===== src/rtl/mem_seq_pkg.sv =====
// ----------------------------------------------------------------------------
// mem_seq_pkg
// Shared definitions for the memory sequencer slice.
//   - FSM state codes (kept as plain localparams for older tool flows)
//   - d_size codes and the default latency / write-hold cycle counts
//   - req_t: the request fields latched at grant time
//   - isSubWord(): true for byte/half sizes, which need read-modify-write
// ----------------------------------------------------------------------------
package mem_seq_pkg;

    localparam int unsigned DEFAULT_READ_LAT   = 2;
    localparam int unsigned DEFAULT_WRITE_HOLD = 3;

    localparam logic [2:0] ST_IDLE    = 3'd0;
    localparam logic [2:0] ST_RD_WAIT = 3'd1;
    localparam logic [2:0] ST_MERGE   = 3'd2;
    localparam logic [2:0] ST_WR_HOLD = 3'd3;
    localparam logic [2:0] ST_ACK     = 3'd4;

    localparam logic [1:0] SZ_WORD = 2'd0;
    localparam logic [1:0] SZ_BYTE = 2'd1;
    localparam logic [1:0] SZ_HALF = 2'd2;

    localparam logic PORT_IF = 1'b0;
    localparam logic PORT_D  = 1'b1;

    typedef struct packed {
        logic        port;
        logic        we;
        logic [1:0]  size;
        logic [31:0] addr;
        logic [15:0] wdata;
    } req_t;

    function automatic logic isSubWord(input logic [1:0] size);
        return (size == SZ_BYTE) || (size == SZ_HALF);
    endfunction

endpackage


===== src/rtl/mem_lane_merge.sv =====
// ----------------------------------------------------------------------------
// mem_lane_merge
// Combinational lane merge for byte/half stores.
//   i_old    : word previously read from memory
//   i_wdata  : right-justified store data (only the low 16 bits can matter)
//   i_size   : store size code (word and code 3 leave i_old untouched)
//   i_lane   : addr[1:0] of the store
//   o_merged : i_old with the selected byte/half replaced
// ----------------------------------------------------------------------------
module mem_lane_merge
    import mem_seq_pkg::*;
(
    input  logic [31:0] i_old,
    input  logic [15:0] i_wdata,
    input  logic [1:0]  i_size,
    input  logic [1:0]  i_lane,
    output logic [31:0] o_merged
);

    // Start from the old word so every unselected lane is preserved, then
    // overwrite the addressed lane. Half stores ignore lane bit 0.
    always_comb begin
        o_merged = i_old;
        case (i_size)
            SZ_BYTE: o_merged[{i_lane, 3'b000} +: 8]     = i_wdata[7:0];
            SZ_HALF: o_merged[{i_lane[1], 4'b0000} +: 16] = i_wdata[15:0];
            default: o_merged = i_old;
        endcase
    end

endmodule


===== src/rtl/mem_sequencer.sv =====
// ----------------------------------------------------------------------------
// mem_sequencer
// Arbitrates a fetch port and a data port onto one single-ported memory.
// Data requests win over fetch; the port served last is masked for the one
// IDLE cycle that follows its ack so the other port gets a turn.
//   clk, rst          : clock, synchronous active-high reset
//   if_req/if_addr    : fetch request; if_ack pulse with if_rdata
//   d_req/d_we/d_size : data request (load/store, word/byte/half)
//   d_addr/d_wdata    : data address and right-justified store data
//   d_ack/d_rdata     : data completion pulse and loaded word
//   mem_addr/mem_we   : word-aligned memory address and write enable
//   mem_wdata         : memory write data
//   mem_rdata         : memory read data (sampled after READ_LAT cycles)
//   busy              : high whenever the sequencer is not IDLE
// ----------------------------------------------------------------------------
module mem_sequencer
    import mem_seq_pkg::*;
#(
    parameter int unsigned READ_LAT   = DEFAULT_READ_LAT,
    parameter int unsigned WRITE_HOLD = DEFAULT_WRITE_HOLD
) (
    input  logic        clk,
    input  logic        rst,
    input  logic        if_req,
    input  logic [31:0] if_addr,
    output logic        if_ack,
    output logic [31:0] if_rdata,
    input  logic        d_req,
    input  logic        d_we,
    input  logic [1:0]  d_size,
    input  logic [31:0] d_addr,
    input  logic [31:0] d_wdata,
    output logic        d_ack,
    output logic [31:0] d_rdata,
    output logic [31:0] mem_addr,
    output logic        mem_we,
    output logic [31:0] mem_wdata,
    input  logic [31:0] mem_rdata,
    output logic        busy
);

    localparam logic [3:0] READ_CNT_INIT  = 4'(READ_LAT - 1);
    localparam logic [3:0] WRITE_CNT_INIT = 4'(WRITE_HOLD - 1);

    logic [2:0]  r_state;
    logic [3:0]  r_cnt;
    req_t        r_req;
    logic [31:0] r_rdWord;
    logic [31:0] r_memWdata;
    logic [31:0] r_ifRdata;
    logic [31:0] r_dRdata;
    logic        r_maskValid;
    logic        r_maskPort;

    logic        w_dEligible;
    logic        w_ifEligible;
    logic [31:0] w_merged;

    // A port is eligible when it requests and was not the one just served.
    assign w_dEligible  = d_req  && !(r_maskValid && (r_maskPort == PORT_D));
    assign w_ifEligible = if_req && !(r_maskValid && (r_maskPort == PORT_IF));

    mem_lane_merge u_laneMerge (
        .i_old    (r_rdWord),
        .i_wdata  (r_req.wdata),
        .i_size   (r_req.size),
        .i_lane   (r_req.addr[1:0]),
        .o_merged (w_merged)
    );

    // Main sequencer. The counter is loaded with (cycles - 1) on entry to
    // RD_WAIT / WR_HOLD and the state moves on when it reaches zero. Read
    // data is captured on the edge that leaves the last RD_WAIT cycle; for a
    // sub-word store it goes to r_rdWord so MERGE can build the new word.
    always_ff @(posedge clk) begin
        if (rst) begin
            r_state     <= ST_IDLE;
            r_cnt       <= '0;
            r_req       <= '0;
            r_rdWord    <= '0;
            r_memWdata  <= '0;
            r_ifRdata   <= '0;
            r_dRdata    <= '0;
            r_maskValid <= 1'b0;
            r_maskPort  <= PORT_IF;
        end else begin
            case (r_state)
                ST_IDLE: begin
                    r_maskValid <= 1'b0;
                    if (w_dEligible) begin
                        r_req.port  <= PORT_D;
                        r_req.we    <= d_we;
                        r_req.size  <= d_size;
                        r_req.addr  <= d_addr;
                        r_req.wdata <= d_wdata[15:0];
                        if (d_we && !isSubWord(d_size)) begin
                            r_memWdata <= d_wdata;
                            r_cnt      <= WRITE_CNT_INIT;
                            r_state    <= ST_WR_HOLD;
                        end else begin
                            r_cnt   <= READ_CNT_INIT;
                            r_state <= ST_RD_WAIT;
                        end
                    end else if (w_ifEligible) begin
                        r_req.port  <= PORT_IF;
                        r_req.we    <= 1'b0;
                        r_req.size  <= SZ_WORD;
                        r_req.addr  <= if_addr;
                        r_req.wdata <= '0;
                        r_cnt       <= READ_CNT_INIT;
                        r_state     <= ST_RD_WAIT;
                    end
                end
                ST_RD_WAIT: begin
                    if (r_cnt == 4'd0) begin
                        if (r_req.we) begin
                            r_rdWord <= mem_rdata;
                            r_state  <= ST_MERGE;
                        end else begin
                            if (r_req.port == PORT_IF) begin
                                r_ifRdata <= mem_rdata;
                            end else begin
                                r_dRdata <= mem_rdata;
                            end
                            r_state <= ST_ACK;
                        end
                    end else begin
                        r_cnt <= r_cnt - 4'd1;
                    end
                end
                ST_MERGE: begin
                    r_memWdata <= w_merged;
                    r_cnt      <= WRITE_CNT_INIT;
                    r_state    <= ST_WR_HOLD;
                end
                ST_WR_HOLD: begin
                    if (r_cnt == 4'd0) begin
                        r_state <= ST_ACK;
                    end else begin
                        r_cnt <= r_cnt - 4'd1;
                    end
                end
                ST_ACK: begin
                    r_maskValid <= 1'b1;
                    r_maskPort  <= r_req.port;
                    r_state     <= ST_IDLE;
                end
                default: begin
                    r_state <= ST_IDLE;
                end
            endcase
        end
    end

    // Outputs are decoded straight from registered state, so reset clears
    // the write enable and both acks on the very edge it is sampled.
    assign mem_addr  = {r_req.addr[31:2], 2'b00};
    assign mem_we    = (r_state == ST_WR_HOLD);
    assign mem_wdata = r_memWdata;
    assign if_ack    = (r_state == ST_ACK) && (r_req.port == PORT_IF);
    assign d_ack     = (r_state == ST_ACK) && (r_req.port == PORT_D);
    assign if_rdata  = r_ifRdata;
    assign d_rdata   = r_dRdata;
    assign busy      = (r_state != ST_IDLE);

endmodule


===== config.mk =====
export PLATFORM = sky130hd
export DESIGN_NAME = mem_sequencer
export DESIGN_NICKNAME = d
export VERILOG_FILES = /design/src/rtl/mem_seq_pkg.sv /design/src/rtl/mem_lane_merge.sv /design/src/rtl/mem_sequencer.sv
export SDC_FILE = /design/constraint.sdc
export NUM_CORES = 1
export LEC_CHECK = 0
export BUFFER_PORTS_ARGS = -buffer_cell sky130_fd_sc_hd__clkbuf_2
export CORE_ASPECT_RATIO = 0.5
export CORE_MARGIN = 1.5
export CORE_UTILIZATION = 45
export CTS_CLUSTER_DIAMETER = 80
export CTS_CLUSTER_SIZE = 40
export DETAILED_ROUTE_END_ITERATION = 8
export PLACE_DENSITY = 0.72
export SLEW_MARGIN = 0
export SYNTH_ARGS = -nofsm -noshare
export SYNTH_HDL_FRONTEND = slang
export SYNTH_HIERARCHICAL = 1
export SYNTH_SLANG_ARGS = --single-unit

===== constraint.sdc =====
create_clock -name clk -period 2.8 [get_ports clk]
set_input_delay 0 -clock clk [delete_from_list [all_inputs] [get_ports clk]]
set_output_delay 0 -clock clk [all_outputs]
set_load 0.01 [all_outputs]

== Yosys cells after proc, flatten, opt, wreduce, memory -nomap -nowiden ==
Index checks and enable logic that the tools add are counted.

* $add $sub $neg: 3
* Equality and inequality tests: 14
* Shift-type cells: 4
* Mux-type cells: 21
* Bitwise gates (word level): 3
* Reductions and logical operators: 26

{| class="wikitable"
|+ Operators by type and width
! kind !! number
|-
| 32-bit one-hot mux with 2 select lines || 2
|-
| 52-bit two-way mux || 2
|-
| 32-bit bitwise mux || 2
|-
| 32-bit two-way mux || 2
|-
| 16-bit by 7-bit variable shift with 32-bit output (first input constant) || 1
|-
| 8-bit by 7-bit variable shift with 32-bit output (first input constant) || 1
|-
| 16-bit by 7-bit variable part select with 32-bit output || 1
|-
| 8-bit by 7-bit variable part select with 32-bit output || 1
|-
| 3-bit two-way mux || 5
|-
| 5-bit negation with 7-bit output || 2
|-
| 4-bit two-way mux || 3
|-
| 3-bit one-hot mux with 4 select lines || 1
|-
| 4-bit one-hot mux with 3 select lines || 1
|-
| 3-bit AND reduction || 4
|-
| 2-bit inequality test (second input constant) || 4
|-
| 4-bit AND reduction || 2
|-
| 1-bit logical AND || 7
|-
| 3-bit by 2-bit equality test with 1-bit output (second input constant) || 2
|-
| 2-bit nonzero test || 3
|-
| 3-bit nonzero test || 2
|-
| 2-bit by 1-bit equality test with 1-bit output (second input constant) || 2
|-
| 2-bit equality test (second input constant) || 2
|-
| 4-bit zero test || 1
|-
| 2-bit two-way mux || 2
|-
| 12 further kinds || 16
|}

* Flip-flop bits (word level): 189
* Input bits: 135
* Output and inout bits: 132
* Word-level logic and storage cells: 84

== Longest topological paths before layout ==
Gate-level depths: netlist (run 1).

* Depth in word-level cells: 7
* Mapped depth: 9
* Mapped depth without buffers: 7

== Modules after synthesis ==
The synthesis (run 1) kept the hierarchy.

{| class="wikitable"
|+ Modules (own cells, without submodules)
! module !! instances !! cells each !! area an instance (um2) !! seq. area each (um2)
|-
| mem_sequencer || 1 || 908 || 7513.5 || 3783.6
|-
| mem_lane_merge || 1 || 93 || 739.5 || 0.0
|}

== Worst setup path before layout (run 1) ==
OpenSTA, ideal clock, no wires.

* Path type: register -> register
* From: reg r_req[17] (netlist bit)
* To: reg r_memWdata[16] (netlist: mem_wdata[16])
* Library setup time: 0.132 ns
* Arrival: 1.823 ns
* Required time: 2.668 ns
* Setup slack: 0.844 ns
* Cell stages (with the launch flop): 8
* Path buffers: 0
* Period minus slack after synthesis: 1.956 ns
* Cell sequence: dfxtp_1 > inv_1 > ha_1 > and4bb_1 > a32o_2 > a22o_1 > a22oi_1 > a21oi_1

* Longest elaborated chain between the ends: 5
* Elaborated cells between the ends (all ways): 10
* Classes of those cells: add/sub: 2; shift: 4; mux: 4

{| class="wikitable"
|+ RTL lines
! element !! line !! source
|-
| start, declared || mem_sequencer.sv:47 || <nowiki>req_t r_req;</nowiki>
|-
| 5-bit negation with 7-bit output (on tied branches) || mem_lane_merge.sv:26, mem_lane_merge.sv:25 ||
|-
| 16-bit by 7-bit variable part select with 32-bit output, or another cell as far along || mem_lane_merge.sv:26 || <nowiki>SZ_HALF: o_merged[{i_lane[1], 4'b0000} +: 16] = i_wdata[15:0];</nowiki>
|-
| 32-bit bitwise mux (on tied branches) || mem_lane_merge.sv:26, mem_lane_merge.sv:25 ||
|-
| 32-bit one-hot mux with 2 select lines * || mem_lane_merge.sv:24 || <nowiki>case (i_size)</nowiki>
|-
| net w_merged[16] || mem_sequencer.sv:57 || <nowiki>logic [31:0] w_merged;</nowiki>
|-
| 32-bit one-hot mux with 2 select lines * || mem_sequencer.sv:87 || <nowiki>case (r_state)</nowiki>
|-
| end signal, assigned || mem_sequencer.sv:97 || <nowiki>r_memWdata <= d_wdata;</nowiki>
|-
| end signal, assigned || mem_sequencer.sv:132 || <nowiki>r_memWdata <= w_merged;</nowiki>
|-
| end, declared || mem_sequencer.sv:49 || <nowiki>logic [31:0] r_memWdata;</nowiki>
|}

The timed path passes the listed nets; every way through them passes the cells marked *.
A chain may end at the register's enable or synchronous reset.

== Final worst setup path (run 1) ==
* From: reg r_req[17] (netlist bit)
* To: reg r_memWdata[7] (netlist: mem_wdata[7])

The elaborated chain is that of the path after synthesis.

==> results of run 1 <==
logic make-up after synthesis:
kind of cell,share of synthesized area
fa+ha+maj,0.0136
buf+inv,0.0764
flops,0.458
xor+xnor,0.00212
compound gates,0.200
simple gates,0.209
mux,0.0400
other cells,0.000454
state kept, by name, summed over array words and instances (netlist names):
| signal | flops |
|---|---|
| d_rdata | 32 |
| if_rdata | 32 |
| mem_wdata | 32 |
| r_rdWord | 32 |
| mem_addr | 30 |
| r_req | 22 |
| r_cnt | 4 |
| r_state | 3 |
| r_maskPort | 1 |
| r_maskValid | 1 |
layer usage:
layer,part of all wire,global-route usage,wire [µm]
met1,0.42,0.371,11800
met2,0.46,0.472,13100
met3,0.094,0.0856,2660
met4,0.025,0.0986,713
met5,0,0,0
layout make-up:
| cell class | instances | share of cell area |
|---|---|---|
| well taps | 234 | 0.0258 |
| multi-input cells | 700 | 0.341 |
| inverters | 11 | 0.00364 |
| repair buffers | 408 | 0.243 |
| clock inverters | 14 | 0.0156 |
| clock buffers | 17 | 0.0375 |
| flip-flops and latches | 189 | 0.334 |
synthesized netlist by cell type, types with 2 or more instances:
cell,n,area share
a211oi_1,38,0.035
a21oi_1,123,0.075
a221o_1,16,0.019
a22o_1,16,0.017
a22oi_1,35,0.032
and2_1,3,0.0023
and3_1,9,0.0068
buf_2,24,0.015
buf_4,39,0.035
buf_6,4,0.0055
clkbuf_1,35,0.016
dfxtp_1,189,0.46
ha_1,9,0.014
inv_1,11,0.0050
mux2i_1,33,0.040
nand2_1,228,0.10
nand2b_1,6,0.0045
nor2_1,106,0.048
nor2b_1,10,0.0076
nor3_1,3,0.0018
nor3b_1,6,0.0055
nor4_1,10,0.0076
o21ai_0,17,0.010
o21ai_1,2,0.0012
or3_1,2,0.0015
stage by stage:
stage | hold slack (ns) | utilization | cell area, µm² | worst slack, ns
6_report | 0.0866 | 0.642 | 11300 | 0.435
3_5_place_dp | 0.241 | 0.535 | 9450 | 0.502
4_1_cts | 0.0789 | 0.642 | 11300 | 0.478
5_1_grt | 0.0963 | 0.642 | 11300 | 0.288
2_1_floorplan | 0.136 | - | 8260 | 0.844
3_3_place_gp | 0.233 | 0.535 | 9450 | 0.642
final timing paths:
check / startpoint / to / cells after the start
setup / recovery: r_req[17] / mem_wdata[7] / 7
hold / removal: if_addr[0] / r_req[16] / 3
setup reg to reg: r_req[17] / mem_wdata[7] / 7
hold reg to reg: d_rdata[27] / d_rdata[27] / 2
timing repair:
action | 4_1_cts | 5_1_grt
gates resized for setup | 0 | 0
hold endpoints to repair | 174 | 0
hold buffers | 128 | 0
power groups by stage:
stage | clock network, mW | registers, mW | logic (mW)
global placement | 0 | 3.56 | 2.76
finish | 2.48 | 3.53 | 3.05
detailed placement | 0 | 3.58 | 2.83
floorplan | 0 | 3.57 | 2.06
CTS | 2.51 | 3.52 | 3.00
global route | 2.63 | 3.60 | 3.33
worst max-delay path, stage by stage (launching register included):
cell and delay [ns]:
dfxtp_1 0.49, inv_1 0.15, ha_1 0.36, nand4b_1 0.23, o21ai_1 0.53, a22o_1 0.23
nor2_1 0.05, a211oi_1 0.24
==> flow_summary.yaml, run 1 <==
setup_path:
  rrSetupSlack_ns: 0.44
  cp_max_fo: 9
  cp_data_required_time_ns: 3.14
  end_kind: "flip-flop"
  start_kind: "flip-flop"
  worstSetupPathType: "reg2reg"
  cp.arrival_ns: 2.70
timing:
  relSlewSlack: 0.441
  hold_violations: 0
  fin_skew_ns: 0.0131
  setup_violations: 0
  slew_violations: 0
  fin_crit_sh: 0.845
  worst_slew_pin_slew_ns: 0.836
  rsz0062_at_grt: "false"
  timing.setup.tns_ns: 0
  period_minus_slack_ns: 2.36
  fmax_mhz: 423
power:
  p_clk_frac: 0.274
  p_leak_nw: 4.76
  sequentialPowerShare: 0.389
  intPower_mw: 5.62
  p_comb_frac: 0.337
  p_per_area_mw_per_mm2: 800
  power.share.switching: 0.380
  report.power.total_mw: 9.07
  ir_drop_v: 0.000484
  p_sw_mw: 3.44
placed_design:
  placedCellCount: 1414
  io_buffers: 264
  dp_hpwl_um: 18300
  place_congestion: 0.965
final_layout:
  mostFrequentLayoutCells: "clkbuf_2, nand2_1, dfxtp_1"
  register_area_mm2: 0.00378
  syn_to_final_growth_pct: 37.3
  fill_cells: 1490
  fin_cells: 1573
  n_antenna_cell: 0
  multi_input_comb_area_mm2: 0.00386
  layout_commonest_cell: "clkbuf_2"
  layout-drive-gt1-share: 0.243
  nets: 1471
synthesis:
  synth_edf_count: 0
  synth_cell_types: 52
  ys_seq_elements: 189
  synth_seq_area_share: 0.458
  synthesis.area_mm2: 0.00825
  synthFlopType: "dfxtp_1"
  syn_area_per_cell_um2: 8.24
  ys_warn_count: 6
  ys_async_sr_fraction: 0
  synth_cells: 1001
cts:
  cts_tree: "built"
  cts_made_buffers: 17
  clk-insertion-delay-late_ns: 0.43
  cts_setup_buffers: 0
  h-tree-depth: 4
  clk_pin_slew_ns: 0.08
  cts_sinks: 189
  clk_path_buf_depth: 2
  cts_root_buffer: "clkbuf_16"
floorplan:
  fp.dieW_um: 195
  row_count: 34
  dieArea_mm2: 0.0192
  die_h_um: 98.8
  core_area_mm2: 0.0177
  io_pins: 267
  start_util: 0.467
global_route:
  track_usage: 0.290
  antenna_found_initial: 0
  grt_max_degree: 79
  grt_pass1_vias: 8233
  grt_overflow: 0
  grt_pass1_wl_um: 43800
route:
  ant_nets: 0
  wl_um: 28300
  firstDrtPassIters: 6
  vias_per_cell: 5.46
  drc: 0
  via_count: 8591
  dr.first_iter.drc_count: 601
  avgRoutedWirePerCell_um: 18.0
hold_path:
  hold_path.class: "in2reg"
status:
  status: "completed"
flow_run:
  max_cap_violations: 0
No activity file was read; power rests on OpenSTA's default activity.
==> inputs of run 2 (changes only) <==
- clock period: 2.8 -> 2.4 ns (I/O delays scaled with it)
==> flow_summary.yaml, run 2 (same netlist as run 1, synthesis figures left out) <==
status:
  status: "completed"
setup_path:
  start_kind: "flip-flop"
  cpMostUsedCell: "buf_4"
  end_kind: "flip-flop"
  reg2regPathDepth: 6
  r2r_start: "r_maskValid"
  cp_slowest_cell: "dlygate4sd3_1"
  slowest_delay_ns: 0.56
  reg2reg_to: "mem_addr[24]"
  cp.arrival_ns: 2.62
  cp_data_required_time_ns: 2.74
  worstSetupPathType: "reg2reg"
  cp_max_fo: 22
  cp_cell_sequence: "a21boi_4 > buf_4 > buf_4 > mux2i_1 > dlygate4sd3_1 > a211oi_1"
  rrSetupSlack_ns: 0.12
route:
  drc: 0
  ant_nets: 0
  via_count: 8535
  firstDrtPassIters: 6
  vias_per_cell: 5.41
  wl_um: 27900
  dr.first_iter.drc_count: 636
  avgRoutedWirePerCell_um: 17.6
hold_path:
  min_to: "r_req[17]"
  hold_path.class: "in2reg"
  holdPathStages: 3
  min-delay-start: "if_addr[1]"
timing:
  fin_crit_sh: 0.952
  relSlewSlack: 0.278
  period_minus_slack_ns: 2.28
  fin_ws_ns: 0.115
  timing.hold.ws_ns: 0.101
  hold_violations: 0
  fin_skew_ns: 0.0138
  fmax_mhz: 438
  timing.setup.tns_ns: 0
  setup_violations: 0
  slew_violations: 0
  rsz0062_at_grt: "false"
  worst_slew_pin_slew_ns: 1.08
final_layout:
  fin_cells: 1579
  n_antenna_cell: 0
  syn_to_final_growth_pct: 37.9
  fill_cells: 1470
  layout-drive-gt1-share: 0.246
  nets: 1476
  layout_commonest_cell: "clkbuf_2"
  finalInstanceArea_mm2: 0.0114
  register_area_mm2: 0.00378
  mostFrequentLayoutCells: "clkbuf_2, nand2_1, dfxtp_1"
  fin_util: 0.645
  multi_input_comb_area_mm2: 0.00386
global_route:
  antenna_found_initial: 0
  grt_max_degree: 98
  grt_pass1_wl_um: 43200
  grt_overflow: 0
  grt_pass1_vias: 8180
  track_usage: 0.284
power:
  report.power.total_mw: 10.6
  ir_drop_v: 0.000587
  p_leak_nw: 4.80
  p_per_area_mw_per_mm2: 933
cts:
  h-tree-depth: 4
  clk_path_buf_depth: 2
  cts_sinks: 189
  clk_pin_slew_ns: 0.07
  cts_root_buffer: "clkbuf_16"
  cts_made_buffers: 17
  clk-insertion-delay-late_ns: 0.43
  cts_tree: "built"
  cts_setup_buffers: 0
placed_design:
  placedCellCount: 1419
  dp_hpwl_um: 18600
  post_dp_cell_area_mm2: 0.00949
  pre_cts_ws_ns: 0.214
  place_congestion: 0.954
  io_buffers: 264
floorplan:
  fp.dieW_um: 195
  start_util: 0.467
  dieArea_mm2: 0.0192
  row_count: 34
  io_pins: 267
  die_h_um: 98.8
  core_area_mm2: 0.0177
flow_run:
  max_cap_violations: 0
## run 2: cell types whose count changed in the layout (fill, tap and decap cells not counted)
cell,previous run,this run
clkbuf_8,0,1
buf_4,15,20
clkinv_4,1,3
clkinv_8,3,2
clkinvlp_4,2,1
## run 2: worst max-delay path by stage
| stage | startpoint | endpoint | slack (ns) | cells past startpoint |
|---|---|---|---|---|
| CTS | r_maskValid | mem_addr[23] | 0.14 | 6 |
| floorplan | r_req[17] | mem_wdata[16] | 0.44 | 7 |
| global route | r_maskPort | mem_addr[23] | 0.01 | 6 |
| detailed placement | r_req[48] | mem_wdata[8] | 0.21 | 7 |
| finish | r_maskValid | mem_addr[24] | 0.12 | 6 |
| global placement | r_req[48] | mem_wdata[10] | 0.31 | 7 |
## run 2: layout make-up
class                   count  area share
multi-input cells         700       0.340
flip-flops and latches    189       0.333
repair buffers            413       0.245
clock buffers              18      0.0386
well taps                 234      0.0257
clock inverters            14      0.0150
inverters                  11     0.00363
## run 2: where the power goes
part           internal, mW  switching [mW]  total [mW]
logic                  1.39            2.22        3.61
clock network          1.53            1.38        2.90
registers              3.71           0.399        4.11
## run 2: repair_timing
action,CTS,global route
endpoints found under the hold margin,174,0
hold buffers,128,0
gates resized for setup,0,0
## run 2: critical path: cells and delay by family (launching register included)
kind / cells / cell delay (ns)
buf+inv: 3 / 1.26
compound gates: 2 / 0.45
flops: 1 / 0.35
mux: 1 / 0.10
## run 2: layer usage
| layer | global-route usage | part of all wire | up-vias |
|---|---|---|---|
| li1 | - | - | 4092 |
| met1 | 0.376 | 0.43 | 3966 |
| met2 | 0.454 | 0.46 | 408 |
| met3 | 0.0671 | 0.085 | 69 |
| met4 | 0.104 | 0.025 | 0 |
| met5 | 0 | 0 | - |
==> inputs of run 3 (changes only) <==
- ABC_AREA: not set -> 1
- BUFFER_PORTS_ARGS: -buffer_cell sky130_fd_sc_hd__clkbuf_2 -> -buffer_cell sky130_fd_sc_hd__buf_2
- PLACE_DENSITY: 0.72 -> 0.71
==> flow_summary.yaml, run 3 <==
power:
  p_leak_nw: 5.86
  power.share.switching: 0.399
  intPower_mw: 7.11
  p_clk_frac: 0.239
  sequentialPowerShare: 0.374
  p_comb_frac: 0.387
  ir_drop_v: 0.000567
  p_sw_mw: 4.73
  p_per_area_mw_per_mm2: 982
timing:
  period_minus_slack_ns: 2.15
  fin_crit_sh: 0.897
  fin_skew_ns: 0.00687
  timing.setup.tns_ns: 0
  setup_violations: 0
  relSlewSlack: 0.481
  slew_violations: 0
  timing.hold.ws_ns: 0.0485
  rsz0062_at_grt: "false"
  fmax_mhz: 465
  hold_violations: 0
  worst_slew_pin_slew_ns: 0.778
floorplan:
  io_pins: 267
  row_count: 36
  dieArea_mm2: 0.0210
  core_area_mm2: 0.0195
  start_util: 0.462
  die_h_um: 103
  fp.dieW_um: 203
placed_design:
  place_congestion: 0.901
  io_buffers: 264
  dp_hpwl_um: 21100
setup_path:
  r2r_start: "r_maskValid"
  reg2reg_to: "mem_addr[19]"
  worstSetupPathType: "reg2reg"
  end_kind: "flip-flop"
  start_kind: "flip-flop"
  reg2regPathDepth: 9
  rrSetupSlack_ns: 0.25
  cp_data_required_time_ns: 2.73
  cp.arrival_ns: 2.48
  cp_max_fo: 17
global_route:
  grt_overflow: 0
  antenna_found_initial: 0
  grt_pass1_wl_um: 48700
  track_usage: 0.299
  grt_pass1_vias: 9210
  grt_max_degree: 87
synthesis:
  synth_most_common_cell: "nand2_1"
  synth_seq_area_share: 0.419
  synth_top_cell_area_share: 0.419
  ys_async_sr_fraction: 0
  synth_cells: 1364
  syn_area_per_cell_um2: 6.62
  synthesis.area_mm2: 0.00903
  synthFlopType: "dfxtp_1"
  synth_edf_count: 0
  yosysTopAreaCell: "dfxtp_1"
  ys_warn_count: 6
  synth.area.top_cells: "dfxtp_1, nand2_1, nor2_1"
  synthTopCellsByCount: "nand2_1, nor2_1, dfxtp_1, o21ai_0, inv_1"
  synth_cell_types: 33
  ys_seq_elements: 189
route:
  via_count: 9916
  met1Wirelength_um: 15100
  wl_um: 31700
  wl_met2_um: 13600
  dr.first_iter.drc_count: 805
  drc: 0
  avgRoutedWirePerCell_um: 16.1
  highest_layer: "met4"
  ant_nets: 0
  dr_wl_met3_um: 2570
  vias_per_cell: 5.04
  firstDrtPassIters: 8
cts:
  cts_made_buffers: 17
  h-tree-depth: 4
  clk_pin_slew_ns: 0.07
  cts_root_buffer: "clkbuf_16"
  clk_path_buf_depth: 2
  clk-insertion-delay-late_ns: 0.44
  cts_sinks: 189
  cts_tree: "built"
final_layout:
  syn_to_final_growth_pct: 33.5
  fill_cells: 1765
  layout-drive-gt1-share: 0.216
  nets: 1832
  mostFrequentLayoutCells: "nand2_1, nor2_1, buf_2"
  n_antenna_cell: 0
  layout_commonest_cell: "nand2_1"
status:
  status: "completed"
hold_path:
  holdPathStages: 5
  min-delay-start: "if_addr[0]"
  hold_path.class: "in2reg"
  min_to: "r_req[16]"
flow_run:
  max_cap_violations: 0
## run 3: cell count changes after synthesis, sizes merged, moves of 39 or more
cell | previous run | this run
o21ai | 20 | 112
a21oi | 123 | 67
inv | 11 | 72
nand2 | 229 | 466
nand3 | 2 | 41
nor2 | 107 | 285
## run 3: through the flow
step | area (µm²) | cells | total power [mW] | util | setup WS, ns
floorplan | 9040 | 1365 | 7.57 | - | 0.708
global placement | 10200 | 1803 | 8.65 | 0.520 | 0.468
detailed placement | 10200 | 1803 | 8.74 | 0.520 | 0.416
CTS | 12000 | 1963 | 11.7 | 0.615 | 0.0802
global route | 12100 | 1966 | 12.6 | 0.617 | 0.110
finish | 12100 | 1966 | 11.8 | 0.617 | 0.248
## run 3: per-layer routing
metal | vias up | global-route usage
li1 | 4845 | -
met1 | 4668 | 0.415
met2 | 363 | 0.470
met3 | 40 | 0.0764
met4 | 0 | 0.0672
met5 | - | 0
## run 3: kinds of logic (layout without fill, tap and decap cells)
| kind of cell | count (synthesis) | count (layout) | synth area share |
|---|---|---|---|
| DFF | 189 | 189 | 0.419 |
| AOI/OAI and AO/OA | 193 | 193 | 0.120 |
| buffers and inverters | 177 | 512 | 0.101 |
| xor gates and xnor gates | 1 | 1 | 0.000970 |
| and+or+nand+nor | 794 | 794 | 0.346 |
| adders and majority gates | 9 | 9 | 0.0125 |
| other | 1 | 2 | 0.000415 |
## run 3: power groups by stage
stage / Clock [mW] / Combinational, mW / Sequential [mW]
detailed placement: 0 / 4.27 / 4.47
floorplan: 0 / 2.97 / 4.60
global placement: 0 / 4.21 / 4.44
CTS: 2.85 / 4.48 / 4.40
finish: 2.83 / 4.58 / 4.43
global route: 3.00 / 5.11 / 4.52
## run 3: worst max path at each step
stage                         to  slack, ns         from  depth (start not counted)
detailed placement  mem_wdata[3]       0.42    r_req[48]                          9
floorplan           mem_wdata[3]       0.71    r_req[17]                         10
CTS                 mem_addr[30]       0.08  r_maskValid                          8
finish              mem_addr[19]       0.25  r_maskValid                          9
global route        mem_addr[25]       0.11  r_maskValid                          9
global placement    mem_wdata[6]       0.47    r_req[48]                          9
## run 3: timing repair
action	4_1_cts	5_1_grt
gates resized for setup	0	4
hold buffers	129	0
hold endpoints to repair	178	0
buffers inserted	0	2
setup endpoints to repair	0	31
## run 3: layout make-up
| class | instances | area, µm² | share of cell area |
|---|---|---|---|
| Tap cell | 266 | 333 | 0.0276 |
| Timing Repair Buffer | 407 | 2730 | 0.227 |
| Inverter | 73 | 285 | 0.0237 |
| Sequential cell | 189 | 3780 | 0.314 |
| Timing Repair inverter | 1 | 7.51 | 0.000622 |
| Multi-Input combinational cell | 999 | 4350 | 0.360 |
| Clock inverter | 11 | 136 | 0.0113 |
| Clock buffer | 20 | 437 | 0.0362 |
## run 3: critical path, stage by stage, from the launching register on
cell	delay, ns
dfxtp_1	0.37
nand2_1	0.09
nand2_2	0.22
clkinvlp_4	0.12
buf_4	0.22
nand2_1	0.11
nand2_1	0.07
dlygate4sd3_1	0.58
o21ai_0	0.20
nor2_1	0.06
